[src/rtl/ysyx_pkg.sv]
// Shared constants and encodings for the NPC architectural-state block.
package ysyx_pkg;

  localparam logic [31:0] RESET_PC = 32'h8000_0000;
  localparam int unsigned REG_AW = 5;
  localparam logic [REG_AW-1:0] GPR_ZERO = '0;
  localparam logic [1:0] ALIGN_MASK = 2'b11;

  typedef enum logic {
    StRun    = 1'b0,
    StHalted = 1'b1
  } run_state_e;

endpackage

[src/rtl/gpr_array.sv]
// General-purpose register file: two read ports and one debug read port,
// all combinational, plus one synchronous write port. x0 is hardwired to zero.
module gpr_array
  import ysyx_pkg::*;
#(
  parameter int unsigned DATA_WIDTH = 32,
  parameter int unsigned NREG       = 32
) (
  input  logic                  clk,
  input  logic                  rst,
  input  logic                  wen,
  input  logic [REG_AW-1:0]     waddr,
  input  logic [DATA_WIDTH-1:0] wdata,
  input  logic [REG_AW-1:0]     raddr1,
  input  logic [REG_AW-1:0]     raddr2,
  input  logic [REG_AW-1:0]     dbg_addr,
  output logic [DATA_WIDTH-1:0] rout1,
  output logic [DATA_WIDTH-1:0] rout2,
  output logic [DATA_WIDTH-1:0] dbg_data
);

  logic [DATA_WIDTH-1:0] regs [NREG];

  always_ff @(posedge clk) begin
    if (rst) begin
      for (int unsigned i = 0; i < NREG; i++) begin
        regs[i] <= '0;
      end
    end else if (wen && (waddr != GPR_ZERO)) begin
      regs[waddr] <= wdata;
    end
  end

  // No write bypass: wdata is derived from rout1 in the same cycle.
  always_comb begin
    rout1    = (raddr1 == GPR_ZERO) ? '0 : regs[raddr1];
    rout2    = (raddr2 == GPR_ZERO) ? '0 : regs[raddr2];
    dbg_data = (dbg_addr == GPR_ZERO) ? '0 : regs[dbg_addr];
  end

endmodule

[src/rtl/gpr_pc_state.sv]
// Architectural state of the single-cycle core: GPRs, PC, retired-instruction
// counter and the RUN/HALTED run-state seen by the simulation environment.
module gpr_pc_state #(
  parameter int unsigned           DATA_WIDTH = 32,
  parameter int unsigned           NREG       = 32,
  parameter logic [DATA_WIDTH-1:0] RESET_PC   = ysyx_pkg::RESET_PC,
  parameter int unsigned           CNT_WIDTH  = 64
) (
  input  logic                  clk,
  input  logic                  rst,
  input  logic                  step_en,
  input  logic [4:0]            raddr1,
  input  logic [4:0]            raddr2,
  output logic [DATA_WIDTH-1:0] rout1,
  output logic [DATA_WIDTH-1:0] rout2,
  input  logic [4:0]            waddr,
  input  logic [DATA_WIDTH-1:0] wdata,
  input  logic                  wen,
  input  logic [DATA_WIDTH-1:0] dnpc,
  input  logic                  ebreak,
  output logic [DATA_WIDTH-1:0] pc,
  output logic [DATA_WIDTH-1:0] snpc,
  input  logic [4:0]            dbg_addr,
  output logic [DATA_WIDTH-1:0] dbg_data,
  output logic [CNT_WIDTH-1:0]  instret,
  output logic                  halted,
  output logic                  misalign
);
  import ysyx_pkg::*;

  run_state_e            state_q, state_d;
  logic [DATA_WIDTH-1:0] pc_q;
  logic [CNT_WIDTH-1:0]  instret_q;
  logic                  misalign_q;
  logic                  commit;
  logic                  aligned;

  assign commit  = (state_q == StRun) && step_en;
  assign aligned = (dnpc[1:0] & ALIGN_MASK) == 2'b00;

  gpr_array #(
    .DATA_WIDTH(DATA_WIDTH),
    .NREG      (NREG)
  ) u_gpr_array (
    .clk     (clk),
    .rst     (rst),
    .wen     (commit && wen && aligned),
    .waddr   (waddr),
    .wdata   (wdata),
    .raddr1  (raddr1),
    .raddr2  (raddr2),
    .dbg_addr(dbg_addr),
    .rout1   (rout1),
    .rout2   (rout2),
    .dbg_data(dbg_data)
  );

  always_ff @(posedge clk) begin
    if (rst) begin
      state_q <= StRun;
    end else begin
      state_q <= state_d;
    end
  end

  always_comb begin
    state_d = state_q;
    if (commit && (ebreak || !aligned)) begin
      state_d = StHalted;
    end
  end

  // A misaligned commit still retires so the difftest sees the faulting instruction.
  always_ff @(posedge clk) begin
    if (rst) begin
      pc_q       <= RESET_PC;
      instret_q  <= '0;
      misalign_q <= 1'b0;
    end else if (commit) begin
      instret_q <= instret_q + CNT_WIDTH'(1);
      if (aligned) begin
        pc_q <= dnpc;
      end else begin
        misalign_q <= 1'b1;
      end
    end
  end

  always_comb begin
    halted   = (state_q == StHalted);
    pc       = pc_q;
    snpc     = pc_q + DATA_WIDTH'(4);
    instret  = instret_q;
    misalign = misalign_q;
  end

endmodule

[config.mk]
export PLATFORM = sky130hd
export DESIGN_NAME = gpr_pc_state
export DESIGN_NICKNAME = d
export VERILOG_FILES = /design/src/rtl/ysyx_pkg.sv /design/src/rtl/gpr_array.sv /design/src/rtl/gpr_pc_state.sv
export SDC_FILE = /design/constraint.sdc
export NUM_CORES = 2
export LEC_CHECK = 0
export BUFFER_PORTS_ARGS = -buffer_cell sky130_fd_sc_hd__buf_2
export CAP_MARGIN = 25
export CORE_MARGIN = 4
export CORE_UTILIZATION = 51
export CTS_BUF_LIST = sky130_fd_sc_hd__clkbuf_8
export DETAILED_ROUTE_END_ITERATION = 8
export GPL_ROUTABILITY_DRIVEN = 0
export GPL_TIMING_DRIVEN = 1
export PLACE_DENSITY = 0.68
export SLEW_MARGIN = 20
export SYNTH_ARGS = -nofsm -noshare
export SYNTH_HDL_FRONTEND = slang
export SYNTH_SLANG_ARGS = --single-unit
[constraint.sdc]
create_clock -name clk -period 4.7 [get_ports clk]
set_input_delay 0.47 -clock clk [delete_from_list [all_inputs] [get_ports clk]]
set_output_delay 0.47 -clock clk [all_outputs]
set_load 0.005 [all_outputs]
Word level (Yosys, flattened, before mapping):

Memory sizes are Yosys's and may differ from the RTL's.
Cells that the tools add are included.

* add/sub/neg operators: 2
* muxes and demuxes: 11
* bitwise logic cells: 2
* reductions and logical operators: 15

Operators with widths (count)
* 32-bit two-way mux: 4
* 64-bit by 1-bit adder with 64-bit output (second input constant): 1
* 32-bit by 3-bit adder with 32-bit output (second input constant): 1
* 32-bit OR reduction: 1
* 5-bit logical NOT: 3
* 1-bit two-way mux: 6
* 1-bit logical AND: 5
* 5-bit two-way mux: 1
* 5-bit nonzero test: 1
* 2-bit AND reduction: 2
* 2-bit logical NOT: 1
* 1-bit NOT: 2
* 1-bit logical NOT: 1
* 1-bit logical OR: 1

* register bits after elaboration: 98
* RAM bits: 1024
* input port bits: 89
* output and inout bits: 226
* logic and storage cells: 35
* memories: 1

Memories
* u_gpr_array.regs: words 32, bits a word 32, read ports 3, clocked after memory_dff 0, write ports 32, line gpr_array.sv:22 `logic [DATA_WIDTH-1:0] regs [NREG];`

Longest topological paths before layout:

* depth in word-level cells: 10
* mapped depth: 9
* gate-level depth less buffers: 6

Hierarchy:

A second synthesis with hierarchy kept.

* cells, all modules: 4863
* area total of the unflattened synthesis: 67518.5 um2

Modules (own cells, without submodules)
* gpr_array: times used 1, cells an instance 4255, area an instance 62645.1 um2, sequential area each 30749.5 um2
* gpr_pc_state: times used 1, cells an instance 608, area an instance 4873.4 um2, sequential area each 1961.9 um2

Least setup slack after synthesis:

OpenSTA, ideal clock, no wires.

* kind: input port to output port
* start: in raddr2[1]
* end: out rout2[30]
* arrival: 2.174 ns
* required time: 4.230 ns
* setup slack: 2.056 ns
* stages on the path: 7
* path buffers: 4
* cells stage by stage: clkbuf_1 buf_2 buf_1 clkbuf_1 mux4_2 a221oi_1 a21oi_1

* cells in the longest elaborated chain, start to end: 2
* elaborated cells on any way between the ends: 3
* classes of those cells: mux: 1; reduce/logical: 1; memory: 1

Ends and longest elaborated chain
* from (decl): line gpr_pc_state.sv:13 `input logic [4:0] raddr2,`
* memory read 32 x 32 bit / 5-bit logical NOT (equally long branches)
* 32-bit two-way mux (*): line gpr_array.sv:37 `rout2 = (raddr2 == GPR_ZERO) ? '0 : regs[raddr2];`
* to (decl): line gpr_pc_state.sv:15 `output logic [DATA_WIDTH-1:0] rout2,`

Every way passes the cells marked *; elsewhere a longest branch is shown, timed or not.

Worst setup path in the final report:

* start: in raddr1[2]
* end: out rout1[21]

* cells in the longest elaborated chain, start to end: 2
* elaborated cells on any way between the ends: 3
* classes of those cells: mux: 1; reduce/logical: 1; memory: 1

Ends and longest elaborated chain
* from (decl): line gpr_pc_state.sv:12 `input logic [4:0] raddr1,`
* memory read 32 x 32 bit / 5-bit logical NOT (equally long branches)
* 32-bit two-way mux (*): line gpr_array.sv:36 `rout1 = (raddr1 == GPR_ZERO) ? '0 : regs[raddr1];`
* to (decl): line gpr_pc_state.sv:14 `output logic [DATA_WIDTH-1:0] rout1,`

Marks and branches as above.

==> metrics.sh <==
RESULT_OF_THE_RUN='finished clean'
SETUP-TNS-FINAL_PS=0
MAXCLOCKFREQUENCY_GHz=0.2586
SYNTHESIS.NETS=4943
SYNTHFLOPTYPE='sky130_fd_sc_hd__edfxtp_1'
CRIT_TYPE='in2out'
POWER_PER_CELL_AREA_nW_PER_UM2=312.7
PERIOD_MINUS_SLACK_PS=3867
START_UTIL=0.5144
GRT_PASS1_WL_UM=334600
INSTANCES_NO_FILL=6896
FINAL_CORE_UTILIZATION=0.5766
CTS-ROOT-BUF='sky130_fd_sc_hd__clkbuf_8'
WORST_HOLD_PATH_TYPE='in2reg'
MAXSLEWHEADROOM=0.2258
DIE_W_UM=367.1
VIASPERCELL=6.930
RSZ_0062_RAISED_AFTER_GLOBAL_ROUTING='false'
LAYOUT.CELL_AREA.NON_FILLER_UM2=73720
DETAIL_ROUTE.ITER0.VIOLATIONS=7354
VIAS=47790
CRIT_START='raddr1[2]'
DRTANTENNAVIOLNETS=0
DRIVE_ABOVE_1_SHARE=0.3087
ASYNC_FLOP_SHARE=0
CRITICAL_PATH.STARTPOINT_TYPE='primary input'
SLEW_VIOLATIONS=0
CTS_BUFFERS=187
CTS_HOLD_REPAIR.BUFFERS=36
WORST-SLEW-PIN-TRANSITION_PS=1161
YOSYS_WARNINGS=0
SYNTH.CELL_AREA_UM2=65770
R2R-END='u_gpr_array.regs[11][14]'
SYNTH_SEQUENTIAL_AREA_RATIO=0.4832
VIA_COUNT_OF_THE_FIRST_GLOBAL_ROUTING_PASS=47688
DRTPASS1ITERATIONS=9
FINAL_CRITICAL_PATH_SETUP_SLACK_PS=832.8
CRITICAL_PATH.SLOWEST_CELL='sky130_fd_sc_hd__a221oi_1'
CLOCK_TREE_FROM_TRITONCTS='done'
TIMING_HOLD_VIOLATIONS_FINAL=0
TOTAL_POWER_mW=23.06
FINAL-SETUP-VIOL-COUNT=0
YS_SEQ_ELEMENTS=1091
YOSYS.CELL_TYPES.COUNT=53
NUM_IO_PINS=315
NUM-FILL-CELLS=10003
MAX_CAP_VIOL_COUNT=0
PLACE_AREA_UM2=69800
SETUP.WORST_PATH.END='rout1[21]'
CLOCK_SKEW_AFTER_LAYOUT_PS=31.07
AVGROUTEDWIREPERCELL_UM=34.01
CLKSINKCOUNT=1091
PORTBUFFERS=314
ANTENNA_FOUND_INITIAL=26
CLK_PATH_BUF_DEPTH=3
DRCVIOLATIONCOUNT=0
CHIPHEIGHT_UM=367.1
AREA_DELTA_SYNTH_FINAL_PCT=12.10
CRIT_ARRIVAL_PS=3400
DP_SLACK_PS=1033
VDD_DROP_MAX_uV=319.9
CRITPATHREQUIREDTIME_PS=4230
POWER.STATIC_LEAKAGE_nW=26.61
NUM-NETS-FINAL=5160
PLACE_HPWL_UM=145800
NUMBER_OF_CELLS_TRAVERSED_BY_THE_WORST_REGISTER_TO_REGISTER_PATH=7
OVERFLOW_AFTER_GRT=0
LAYOUT.CELLS.MOST_COMMON='sky130_fd_sc_hd__and2_1'
CP_SLOWEST_STAGE_DELAY_PS=800
MEAN_AREA_PER_SYNTHESIZED_CELL_UM2=13.55
FLOORPLAN.ROWS=131
POST_CTS.REPAIR.SETUP_BUFFERS=0
PIN_COUNT_OF_THE_BIGGEST_NET_ENTERING_GLOBAL_ROUTING=86
REGTOREGSTARTPOINT='halted'
HOLD_WS_PS=130.1
INTERNAL_REG_TO_REG_SETUP_SLACK_PS=1430
DESIGN.CORE.AREA_UM2=127800
CLK-INSERTION-DELAY-LATE_PS=930
MOST-COMMON-LAYOUT-CELLS='sky130_fd_sc_hd__and2_1 (995), sky130_fd_sc_hd__edfxtp_1 (993), sky130_fd_sc_hd__mux4_2 (674)'
CELL_BY_CELL_LISTING_OF_THE_CRITICAL_PATH='clkbuf_8, nor2b_2, buf_4, a22oi_1, nor2_1, a21oi_1, a221oi_1, buf_2'
TRACK_USAGE=0.3434
PLACEDCELLCOUNT=6505
SYNTH_EDF_COUNT=993
ROUTED_WIRELENGTH_UM=234500
END_KIND='output port'
SYN-INSTANCE-COUNT=4852
CRITICAL_PATH_FANOUT_MAX=37
CTS_REPAIR_RESIZE_COUNT=0
CTS_MAX_LEVEL=4
LAYOUT_WORST_PATH_CYCLE_SHARE=0.8228
WORST_SETUP_HOLD_PATH_CLK_SLEW_PS=60
FP.DIEAREA_UM2=134800
## registers in the layout (all words and copies together) (netlist names)
signal / flops
halted: 1
instret: 64
misalign: 1
pc: 32
u_gpr_array.regs: 993
## critical path: cells and delay by family
family          cells  cell delay, ps
buf+inv             3            1000
simple gates        2             890
compound gates      3            1000
## logic make-up (layout without fill, tap and decap cells)
| kind of cell | Yosys count | after routing | share of synthesized area |
|---|---|---|---|
| buffers and inverters | 524 | 894 | 0.03215 |
| other | 1 | 13 | 0.00005702 |
| and+or+nand+nor | 1764 | 1764 | 0.1484 |
| adders and majority gates | 2 | 2 | 0.0003804 |
| DFF | 1091 | 1091 | 0.4832 |
| xor gates and xnor gates | 60 | 60 | 0.007990 |
| muxes | 963 | 963 | 0.2766 |
| AOI/OAI and AO/OA | 447 | 447 | 0.05121 |
## final cells by class
cell class | instances | area, µm² | share of cell area
Inverter | 10 | 37.54 | 0.0005092
Sequential cell | 1091 | 31780 | 0.4311
Clock inverter | 148 | 847.1 | 0.01149
Antenna cell | 12 | 30.03 | 0.0004073
Timing Repair Buffer | 542 | 4089 | 0.05546
Tap cell | 1662 | 2079 | 0.02821
Multi-Input combinational cell | 3237 | 32190 | 0.4366
Clock buffer | 194 | 2670 | 0.03622
## synthesized netlist by cell type, drive strengths merged, types with 2 or more instances
master	count	area (µm²)
a21oi	124	620.6
xnor2	25	219.0
o2111a	66	743.2
and2	998	6243
and3	35	219.0
nand4	35	231.5
o31ai	11	82.58
nor3	12	70.07
xor2	35	306.5
nor2	144	540.5
nand3b	14	108.9
o2111ai	28	245.2
nor2b	12	75.07
or3	20	125.1
buf	154	725.7
a221o	39	390.4
dfxtp	98	1962
or2	35	219.0
and4	4	35.03
nand4b	3	26.28
or4	13	97.59
ha	2	25.02
or3b	2	17.52
o21ai	59	295.3
edfxtp	993	29820
a22oi	21	157.7
mux2	95	1070
nand2b	3	18.77
a221oi	68	595.6
nand2	386	1449
o211ai	28	210.2
nor4	12	81.33
mux4	674	15180
inv	10	37.54
clkbuf	360	1351
nand3	32	165.2
mux2i	194	1942
nor3b	2	15.01
## where the power goes
group	internal [mW]	leakage (nW)	total, mW	switching, mW
clock network	4.23	1.97	8.42	4.20
registers	10.9	10.8	11.2	0.269
logic	1.44	13.8	3.45	2.01
total	16.6	26.6	23.1	6.48
## worst min-delay path by stage
stage | start | endpoint | slack, ps | cells past startpoint
finish | dnpc[0] | pc[26] | 130 | 5
global route | dnpc[0] | pc[26] | 140 | 5
CTS | dnpc[0] | pc[26] | 50 | 5
detailed placement | misalign | misalign | 450 | 2
global placement | misalign | misalign | 440 | 2
floorplan | misalign | misalign | 440 | 2
## per-layer routing
metal  GRT usage  wire length [µm]  vias to the layer above
li1            -                 -                    19230
met1      0.4413             81870                    24064
met2      0.5240            106400                     3734
met3      0.1027             31190                      750
met4      0.1922             14980                       12
met5    0.001068                81                        -
No activity file was read; power rests on OpenSTA's default activity.
